### config.mk
export PLATFORM = sky130hd
export DESIGN_NAME = axis_downsizer
export DESIGN_NICKNAME = d
export VERILOG_FILES = /design/src/rtl/axis_downsizer.sv
export SDC_FILE = /design/constraint.sdc
export NUM_CORES = 1
export LEC_CHECK = 0
export CORE_ASPECT_RATIO = 2
export CORE_UTILIZATION = 47
export DETAILED_ROUTE_END_ITERATION = 8
export GPL_TIMING_DRIVEN = 0
export PLACE_DENSITY = 0.92
export SLEW_MARGIN = 30
export SYNTH_ARGS = -nofsm -noshare
export SYNTH_HDL_FRONTEND = slang
export SYNTH_SLANG_ARGS = --single-unit
### constraint.sdc
create_clock -name clk -period 2 [get_ports clk]
set_input_delay 0.4 -clock clk [delete_from_list [all_inputs] [get_ports clk]]
set_output_delay 0.4 -clock clk [all_outputs]
set_load 0.01 [all_outputs]
### src/rtl/axis_downsizer.sv
// AXI4-Stream width down-converter: splits each wide input beat into RATIO narrow
// output beats, least-significant slice first, optionally trimming empty trailing slices.
module axis_downsizer #(
  parameter int S_DATA_WIDTH = 128,
  parameter int M_DATA_WIDTH = 32,
  parameter int KEEP_ENABLE  = 0,
  parameter int S_KEEP_WIDTH = S_DATA_WIDTH / 8,
  parameter int M_KEEP_WIDTH = M_DATA_WIDTH / 8,
  parameter int LAST_ENABLE  = 1
) (
  input  logic                    clk,
  input  logic                    rst,
  input  logic [S_DATA_WIDTH-1:0] s_axis_tdata,
  input  logic [S_KEEP_WIDTH-1:0] s_axis_tkeep,
  input  logic                    s_axis_tvalid,
  output logic                    s_axis_tready,
  input  logic                    s_axis_tlast,
  output logic [M_DATA_WIDTH-1:0] m_axis_tdata,
  output logic [M_KEEP_WIDTH-1:0] m_axis_tkeep,
  output logic                    m_axis_tvalid,
  input  logic                    m_axis_tready,
  output logic                    m_axis_tlast
);

  localparam int RATIO = S_DATA_WIDTH / M_DATA_WIDTH;
  localparam int IDX_W = (RATIO > 1) ? $clog2(RATIO) : 1;
  localparam logic [IDX_W-1:0] LAST_IDX = IDX_W'(RATIO - 1);

  logic [S_DATA_WIDTH-1:0] data_reg;
  logic [S_KEEP_WIDTH-1:0] keep_reg;
  logic                    last_reg;
  logic [IDX_W-1:0]        idx_reg;
  logic [IDX_W-1:0]        fin_reg;
  logic                    full_reg;

  logic [S_KEEP_WIDTH-1:0] keep_in;
  logic                    last_in;
  logic [IDX_W-1:0]        fin_next;
  logic [RATIO-1:0]        chunk_nz;
  logic                    accept_in;
  logic                    out_fire;
  logic                    at_final;

  logic [M_DATA_WIDTH-1:0] data_slice [RATIO];
  logic [M_KEEP_WIDTH-1:0] keep_slice [RATIO];

  genvar gi;
  generate
    for (gi = 0; gi < RATIO; gi++) begin : g_slice
      assign data_slice[gi] = data_reg[gi*M_DATA_WIDTH +: M_DATA_WIDTH];
      assign keep_slice[gi] = keep_reg[gi*M_KEEP_WIDTH +: M_KEEP_WIDTH];
      assign chunk_nz[gi]   = |s_axis_tkeep[gi*M_KEEP_WIDTH +: M_KEEP_WIDTH];
    end
  endgenerate

  // Without keep handling the held keep is forced to all-ones so every slice reports full bytes.
  assign keep_in = (KEEP_ENABLE != 0) ? s_axis_tkeep : {S_KEEP_WIDTH{1'b1}};
  assign last_in = (LAST_ENABLE != 0) && s_axis_tlast;

  // Trimmed last beat ends at the highest slice carrying any valid byte (slice 0 if none).
  always_comb begin
    fin_next = LAST_IDX;
    if ((KEEP_ENABLE != 0) && last_in) begin
      fin_next = '0;
      for (int i = 1; i < RATIO; i++) begin
        if (chunk_nz[i]) fin_next = IDX_W'(i);
      end
    end
  end

  assign at_final      = (idx_reg == fin_reg);
  assign s_axis_tready = rst && (!full_reg || (m_axis_tready && at_final));
  assign accept_in     = s_axis_tvalid && s_axis_tready;
  assign out_fire      = full_reg && m_axis_tready;

  assign m_axis_tdata  = data_slice[idx_reg];
  assign m_axis_tkeep  = keep_slice[idx_reg];
  assign m_axis_tvalid = full_reg;
  assign m_axis_tlast  = last_reg && at_final;

  // Capture takes priority over draining the final slice so back-to-back beats leave no bubble.
  always_ff @(posedge clk or negedge rst) begin
    if (!rst) begin
      data_reg <= '0;
      keep_reg <= '0;
      last_reg <= 1'b0;
      idx_reg  <= '0;
      fin_reg  <= LAST_IDX;
      full_reg <= 1'b0;
    end else if (accept_in) begin
      data_reg <= s_axis_tdata;
      keep_reg <= keep_in;
      last_reg <= last_in;
      idx_reg  <= '0;
      fin_reg  <= fin_next;
      full_reg <= 1'b1;
    end else if (out_fire) begin
      if (at_final) begin
        full_reg <= 1'b0;
      end else begin
        idx_reg <= idx_reg + 1'b1;
      end
    end
  end

endmodule

* Word level (Yosys, flattened, before mapping)
Index checks and enable logic that the tools add are counted.
** Operators by class
- Reduce and logical (&&, ||, !) cells :: 11
- Order comparisons :: 1
- Add/subtract/negate cells :: 1
- Multiplexer cells :: 12
- Bitwise operators :: 1
- Equality and inequality tests :: 2
** Operator list (count)
- 32-bit binary-select mux with 2-bit select :: 1
- 32-bit two-way mux :: 2
- 4-bit binary-select mux with 2-bit select :: 1
- 4-bit two-way mux :: 2
- 2-bit two-way mux :: 3
- 1-bit logical AND :: 5
- 2-bit AND reduction :: 2
- 2-bit nonzero test :: 2
- 3-bit greater-or-equal comparator, second input constant :: 1
- 1-bit two-way mux :: 3
- 2-bit NOT with 3-bit output :: 1
- 2-bit by 1-bit adder with 2-bit output, second input constant :: 1
- 2-bit == test, second input constant :: 1
- 2-bit != test, second input constant :: 1
- 1-bit zero test :: 1
- 1-bit logical OR :: 1
** Storage, ports and cells
- Output and inout bits :: 39
- Register bits :: 133
- Bits of input ports :: 149
- Word-level logic and storage cells :: 33

* Longest topological paths before layout
Gate-level depths: netlist of the first run.
- Depth in word-level cells :: 7
- Mapped depth :: 6
- Gate-level depth less buffers :: 4

* Least setup slack after synthesis of the first run
Ideal clock, no wire load.
- Kind :: register -> output
- From :: register idx_reg[0]
- To :: output port m_axis_tdata[0]
- Buffers on the path :: 2
- Path slack :: 0.327 ns
- Stages on the path, launching flop included :: 4
- Data required time :: 1.600 ns
- Arrival :: 1.273 ns
- Cell sequence :: dfrtp_1 buf_2 buf_4 mux4_2
** On the way
- Longest elaborated chain between the ends :: 4
** Ends and longest elaborated chain
- from (decl) :: RTL line 32 : logic [IDX_W-1:0] idx_reg;
- from (signal assigned) :: RTL line 101 : idx_reg <= idx_reg + 1'b1;
- 2-bit NOT with 3-bit output (not written as such) :: RTL line 76 : assign m_axis_tdata = data_slice[idx_reg];
- 32-bit binary-select mux with 2-bit select :: RTL line 76
- 32-bit two-way mux (not written as such) (2 in series) :: RTL line 76
- to (decl) :: RTL line 18 : output logic [M_DATA_WIDTH-1:0] m_axis_tdata,
Every way passes these cells. The select of a mux whose other input is x is not followed.

* Final worst setup path of the first run
- From :: register idx_reg[0]
- To :: output port m_axis_tdata[3]
The elaborated chain is that of the path after synthesis.

==> metrics.md, run 1 <==
| Metric | Value |
|---|---|
| Die area | 13400 sq um |
| Post-route worst setup slack | -0.251 ns |
| Mux cell area share after synthesis | 40.7% |
| Synth area leader | dfrtp_1 |
| Place WS | -0.497 ns |
| Mapped cell area | 6080 sq um |
| Outcome | finished with violations |
| Failing checks | negative hold slack, negative setup slack |
| Synthesized area per cell | 18.3 sq um |
| Post-Synth Simple-Gate Area | 0.905% |
| Initial Utilization | 48.2% |
| Final period utilization | 113% |
| Commonest cells post-synth | dfrtp_1 (133), mux2_4 (77), mux2_2 (52) |
| Critical Path RT | 1.60 ns |
| Post-Synth Adder-Cell Area | 0.206% |
| Tightest Pin Transition | 0.403 ns |
| Via density | 5.37 |
| Worst vdd ir | 1.34 mV |
| First-pass GRT wire length | 24300 microns |
| P per Cell Area | 1690 nW/um^2 |
| Routed vias | 3746 |
| Worst Setup SP | idx_reg[0] |
| Largest family of logic cells by synthesized area | multiplexers |
| Max Freq | 444 MHz |
| Main area contributors after synthesis | dfrtp_1 (55%), mux2_4 (19%), mux4_2 (12%) |
| Worst path max stage delay | 0.53 ns |
| Detailed Route WL | 16000 microns |
| Gate Count Post-Synth | 332 |
| Worst hold slack | -0.115 ns |
| Endpoints failing hold | 76 |
| Most used cell, CP | buf_12 |
| GP Congestion | 0.799 |
| Area growth, synth to finish | 46.8% |
| Total core area | 12600 sq um |
| Number of flops mapped to enable cells by yosys | 0 |
| Number of nets with antenna violations after routing | 0 |
| Final std cells w/o fill | 697 |
| Vias in the first global route | 4459 |
| CP startpoint kind | flip-flop |
| Seq/Total Area, Yosys | 54.7% |
| Crit end category | output pin |
| Post-synth top area share | 54.7% |
| Post-synthesis async set-or-reset flop share | 100% |
| Pre-antenna DRT Iters | 6 |
| Flop2flop setup slack | 0.06 ns |
| Leakage Power | 3.87 nW |
| Worst Skew | 0.00854 ns |
| Crit path max fanout | 5 |
| Fin crit period | 2.25 ns |
| Layout cells sized above 1 | 48.8% |
| Ys Warns | 0 |
| Residual DRC | 0 |
| WL per Instance | 23.0 microns |
| Compound-Gate Fraction of Synth Area | 0.185% |
| Worst R2R Start | idx_reg[0] |
| Worst-case clock buffer depth | 2 |
| Final net count | 685 |
| H-tree depth | 4 |
| Yosys reg bits | 133 |
| Critical Path AT | 1.85 ns |
| Die span in y | 163 microns |
| Top_reg_cell synth | dfrtp_1 |
| Detailed Route Iter0 Violations | 168 |
| Later-pin clock latency in the skew report | 0.40 ns |
| Number of antenna diodes | 0 |
| DPL Wire Length | 11300 microns |
| Crit path cell chain | buf_8, buf_12, buf_12, mux4_2, buf_6 |
| Die Span X | 82.4 microns |
| Gr usage total | 26.0% |
| Largest register FFs | 128 |
| Setup Viol. Count Final | 32 |
| CP Class | flip-flop to output pin |
| Placed insts | 654 |
| Final core utilization | 70.7% |
| GRT overflow | 0 |
| Largest net degree at the start of global routing | 79 |
| Clk root buf | clkbuf_16 |
| Xor-xnor portion of the synthesized cell area | 0.144% |
| CTS clock-pin slew for the worst setup and hold paths | 0.06 ns |
| CTS buffer count | 17 |
| Slowest CP cell | mux4_2 |
| CTS tree | built |
| RSZ-0062 raised after global routing | true |
| Site Rows | 58 |
| Most common cell in the netlist | dfrtp_1 |
| Clock Sinks | 133 |
| Filler Cells Inserted | 812 |
| Input/output buffers | 171 |
| Post-synth cell types | 20 |
| Max transition margin | 73.1% |
| I/O pin total | 188 |
| Post-Syn Nets | 482 |
| Initial antenna violation count | 0 |
| Max Slew Vio Count | 0 |
| Max-capacitance violation count | 0 |
| Hold crit path type | input port to asynchronous set/reset pin |
[critical path: cells and delay by family, from the launching register on]
kind	cells	cell delay, ns
buf+inv	4	0.53
mux	1	0.53
flops	1	0.38
[metal layers]
layer / vias up / track usage [%] / wire (microns)
li1: 1629 / - / -
met1: 1921 / 27.3 / 5680
met2: 141 / 44.9 / 8830
met3: 55 / 4.93 / 472
met4: 0 / 17.9 / 1030
met5: - / 0 / 0
[worst paths after layout]
kind	end	depth (start not counted)
hold / removal	data_reg[61]	1
max in group asynchronous	data_reg[15]	2
setup / recovery	m_axis_tdata[3]	5
setup reg to reg	data_reg[27]	8
hold reg to reg	last_reg	1
min in group clk	last_reg	1
[repair_timing]
item                                    in CTS  in global routing
buffers inserted                             9                  2
hold endpoints to repair                    76                 76
endpoints found under the setup margin     161                 36
gates resized for setup                    183                 11
pin swaps                                    1                  1
gates cloned                                 4                  0
[placed cells by master (no fill, tap or decap), drive strengths merged, types with 2 or more instances in the layout]
| cell | count |
|---|---|
| buf | 69 |
| bufinv | 4 |
| clkbuf | 21 |
| clkdlybuf4s50 | 136 |
| clkinv | 6 |
| clkinvlp | 2 |
| dfrtp | 133 |
| mux2 | 129 |
| mux4 | 32 |
| nor2 | 3 |
[report_power, final]
| group | switching, mW | total (mW) | internal (mW) |
|---|---|---|---|
| Combinational | 2.36 | 6.92 | 4.56 |
| Sequential | 0.787 | 4.85 | 4.06 |
| Clock | 1.16 | 3.28 | 2.12 |
[logic make-up (layout without fill, tap and decap cells)]
logic type                 count (synthesis)  after routing
muxes                                    162            162
DFF                                      133            133
buffers and inverters                     25            240
and+or+nand+nor                            9              9
adders and majority gates                  1              1
AOI/OAI and AO/OA                          1              1
xor gates and xnor gates                   1              1
[area by class of cell]
class,instances,area [sq um],share of cell area (%)
sequential,133,3330,37.3
multi-input combinational,174,2560,28.7
timing repair buffer,184,1960,22.0
clock buffer,19,443,4.96
buffer,25,263,2.94
tap,150,188,2.10
clock inverter,12,180,2.02
[metrics by stage]
stage	power, mW	setup TNS (ns)	area [sq um]
final	15.0	-6.31	8930
after global routing	15.7	-8.36	8930
after CTS	15.2	-7.56	8940
after detailed placement	11.1	-73.24	8010
after global placement	10.8	-1225.52	7980
after floorplan	8.52	0	6080
Note: power is estimated with default switching activity, not from simulation.
==> inputs of run 2 (changes only) <==
--- a/config.mk
+++ b/config.mk
@@ -6,10 +6,11 @@
 export NUM_CORES = 1
 export LEC_CHECK = 0
 export CORE_ASPECT_RATIO = 2
-export CORE_UTILIZATION = 47
+export CORE_UTILIZATION = 49
+export CTS_BUF_LIST = sky130_fd_sc_hd__clkbuf_8
 export DETAILED_ROUTE_END_ITERATION = 8
 export GPL_TIMING_DRIVEN = 0
-export PLACE_DENSITY = 0.92
+export PLACE_DENSITY = 0.95
 export SLEW_MARGIN = 30
 export SYNTH_ARGS = -nofsm -noshare
 export SYNTH_HDL_FRONTEND = slang
==> constraint.sdc (replaced) <==
create_clock -name clk -period 2.8 [get_ports clk]
set_input_delay 0.56 -clock clk [delete_from_list [all_inputs] [get_ports clk]]
set_output_delay 0.56 -clock clk [all_outputs]
set_load 0.01 [all_outputs]
==> metrics.md, run 2 (synthesis results as in run 1) <==
| Metric | Value |
|---|---|
| First-pass GRT wire length | 24000 microns (-1.2%) |
| Most common cell after layout, fill and taps aside | clkdlybuf4s50_1 |
| Number of nets with antenna violations after routing | 0 (unchanged) |
| Later-pin clock latency in the skew report | 0.43 ns (+0.03 ns) |
| Routed vias | 3766 (+0.53%) |
| Hold crit path type | input port to asynchronous set/reset pin |
| Layout cells sized above 1 | 41.3% (-7.5 points) |
| Die Span X | 80.8 microns (-2.0%) |
| Cts hold-fix bufs | 0 |
| Max-capacitance violation count | 0 (unchanged) |
| Crit path cell chain | buf_6, buf_8, mux4_2, clkdlybuf4s50_1 |
| Worst hold slack | 0.00183 ns (+0.117 ns) |
| Site Rows | 57 (-1.7%) |
| Area growth, synth to finish | 39.2% |
| Design area | 8460 sq um (-5.2%) |
| Fin crit period | 2.71 ns |
| H-tree depth | 4 (unchanged) |
| I/O pin total | 188 (unchanged) |
| Max Slew Vio Count | 0 (unchanged) |
| CTS buffer count | 17 (unchanged) |
| Worst Skew | 0.00898 ns (+0.000437 ns) |
| Clock Sinks | 133 (unchanged) |
| Pre-antenna DRT Iters | 4 (-2) |
| P per Cell Area | 1130 nW/um^2 (-33%) |
| Final period utilization | 96.8% |
| Final std cells w/o fill | 686 (-1.6%) |
| Critical Path AT | 2.15 ns (+0.30 ns) |
| Met2 wire len | 8700 microns (-1.5%) |
| Placed insts | 651 (-0.46%) |
| CP Buf/Inv Count | 3 (-1) |
| Max transition margin | 75.1% (+2.0 points) |
| GP Congestion | 0.865 (+8.3%) |
| Via density | 5.49 (+2.1%) |
| Gr usage total | 26.0% (about the same) |
| Critical Path RT | 2.24 ns (+0.64 ns) |
| Commonest cells after routing, fill and taps aside | clkdlybuf4s50_1 (166), dfrtp_1 (133), mux2_4 (77), mux2_2 (52), mux4_2 (32) |
| Die area | 12900 sq um (-4.0%) |
| Residual DRC | 0 (unchanged) |
| Initial antenna violation count | 2 (+2) |
| Tightest Pin Transition | 0.373 ns (-0.0301 ns) |
| Final net count | 674 (-1.6%) |
| Detailed Route Iter0 Violations | 120 (-29%) |
| Crit path max fanout | 10 (+5) |
| Worst vdd ir | 0.718 mV (-46%) |
| Setup Viol. Count Final | 0 (-100%) |
| Largest register FFs | 128 (unchanged) |
| Routed met3 length | 545 microns (+15%) |
| Reg2Reg Depth | 6 (-2) |
| WL per Instance | 22.5 microns (-1.9%) |
| CP startpoint kind | flip-flop |
| GRT overflow | 0 (unchanged) |
| Input/output buffers | 171 (unchanged) |
| CTS clock-pin slew for the worst setup and hold paths | 0.08 ns (+0.02 ns) |
| Leakage Power | 3.62 nW (-6.3%) |
| CTS tree | built |
| CP delay by family, top | buffers and inverters |
| Initial Utilization | 50.2% (+2.0 points) |
| DPL Wire Length | 11300 microns (+0.62%) |
| Detailed Route WL | 15500 microns (-3.4%) |
| Max layer used | met4 |
| Worst path max stage delay | 0.54 ns (about the same) |
| Total core area | 12100 sq um (-4.0%) |
| RSZ-0062 raised after global routing | false |
| Largest net degree at the start of global routing | 72 (-8.9%) |
| Placed cell area | 8010 sq um (about the same) |
| Vias in the first global route | 4488 (+0.65%) |
| Max Freq | 369 MHz |
| Outcome | complete, no violations |
| Crit path depth | 4 (-1) |
| Worst-case clock buffer depth | 2 (unchanged) |
| Clk root buf | clkbuf_8 |
| Endpoints failing hold | 0 (-100%) |
| Crit end category | output pin |
| Die span in y | 160 microns (-2.0%) |
| M1 WL | 5260 microns (-7.4%) |
| CP Class | flip-flop to output pin |
| Slowest CP cell | mux4_2 |
## run 2: changes by cell type in the layout (fill, tap and decap cells not counted), moves of 3 or more
| cell | previous run | this run |
|---|---|---|
| buf_4 | 8 | 5 |
| buf_12 | 8 | 3 |
| buf_6 | 36 | 10 |
| clkdlybuf4s50_1 | 136 | 166 |
| buf_2 | 11 | 6 |
| clkbuf_16 | 17 | 0 |
| clkbuf_8 | 1 | 18 |
## run 2: timing repair
item | 4_1_cts | 5_1_grt
endpoints found under the hold margin | 0 | 0
endpoints found under the setup margin | 29 | 23
resized for setup | 17 | 5
setup buffers | 0 | 1
## run 2: final timing paths
check | start | end | slack, ns
max | idx_reg[0] | m_axis_tdata[20] | 0.09
min | rst | data_reg[54] | 0.002
max reg2reg | idx_reg[0] | data_reg[58] | 1.02
min reg2reg | data_reg[17] | data_reg[17] | 0.51
max in group asynchronous | rst | data_reg[41] | 2.12
min in group clk | data_reg[17] | data_reg[17] | 0.51
## run 2: cell type report
cell class                      count  area (sq um)
Fill cell                         800          3660
Clock buffer                       18           248
Antenna cell                        2          5.00
Sequential cell                   133          3330
Multi-Input combinational cell    174          2560
Clock inverter                     14           138
Buffer                             25           243
Timing Repair Buffer              173          1760
Tap cell                          147           184
## run 2: where the power goes
group / leakage (nW) / switching [mW] / internal (mW) / total, mW
clock: 0.201 / 0.758 / 0.808 / 1.57
combinational: 1.83 / 1.53 / 3.00 / 4.53
sequential: 1.59 / 0.558 / 2.89 / 3.45
total: 3.62 / 2.84 / 6.70 / 9.54
## run 2: through the flow
stage / worst slack (ns) / power (mW) / util (%) / setup TNS (ns)
detailed placement: 0.114 / 7.94 / 66.1 / 0
global placement: -4.20 / 7.70 / 65.8 / -1040.06
floorplan: 0.967 / 6.09 / - / 0
global route: 0.0122 / 10.0 / 69.8 / 0
finish: 0.0885 / 9.54 / 69.8 / 0
CTS: 0.00300 / 9.61 / 69.6 / 0
## run 2: routing by layer
| layer | track usage, % | vias to the layer above |
|---|---|---|
| met4 | 17.7 | 0 |
| met5 | 0 | - |
| met3 | 5.10 | 62 |
| met1 | 26.4 | 1954 |
| met2 | 45.8 | 147 |
| li1 | - | 1603 |
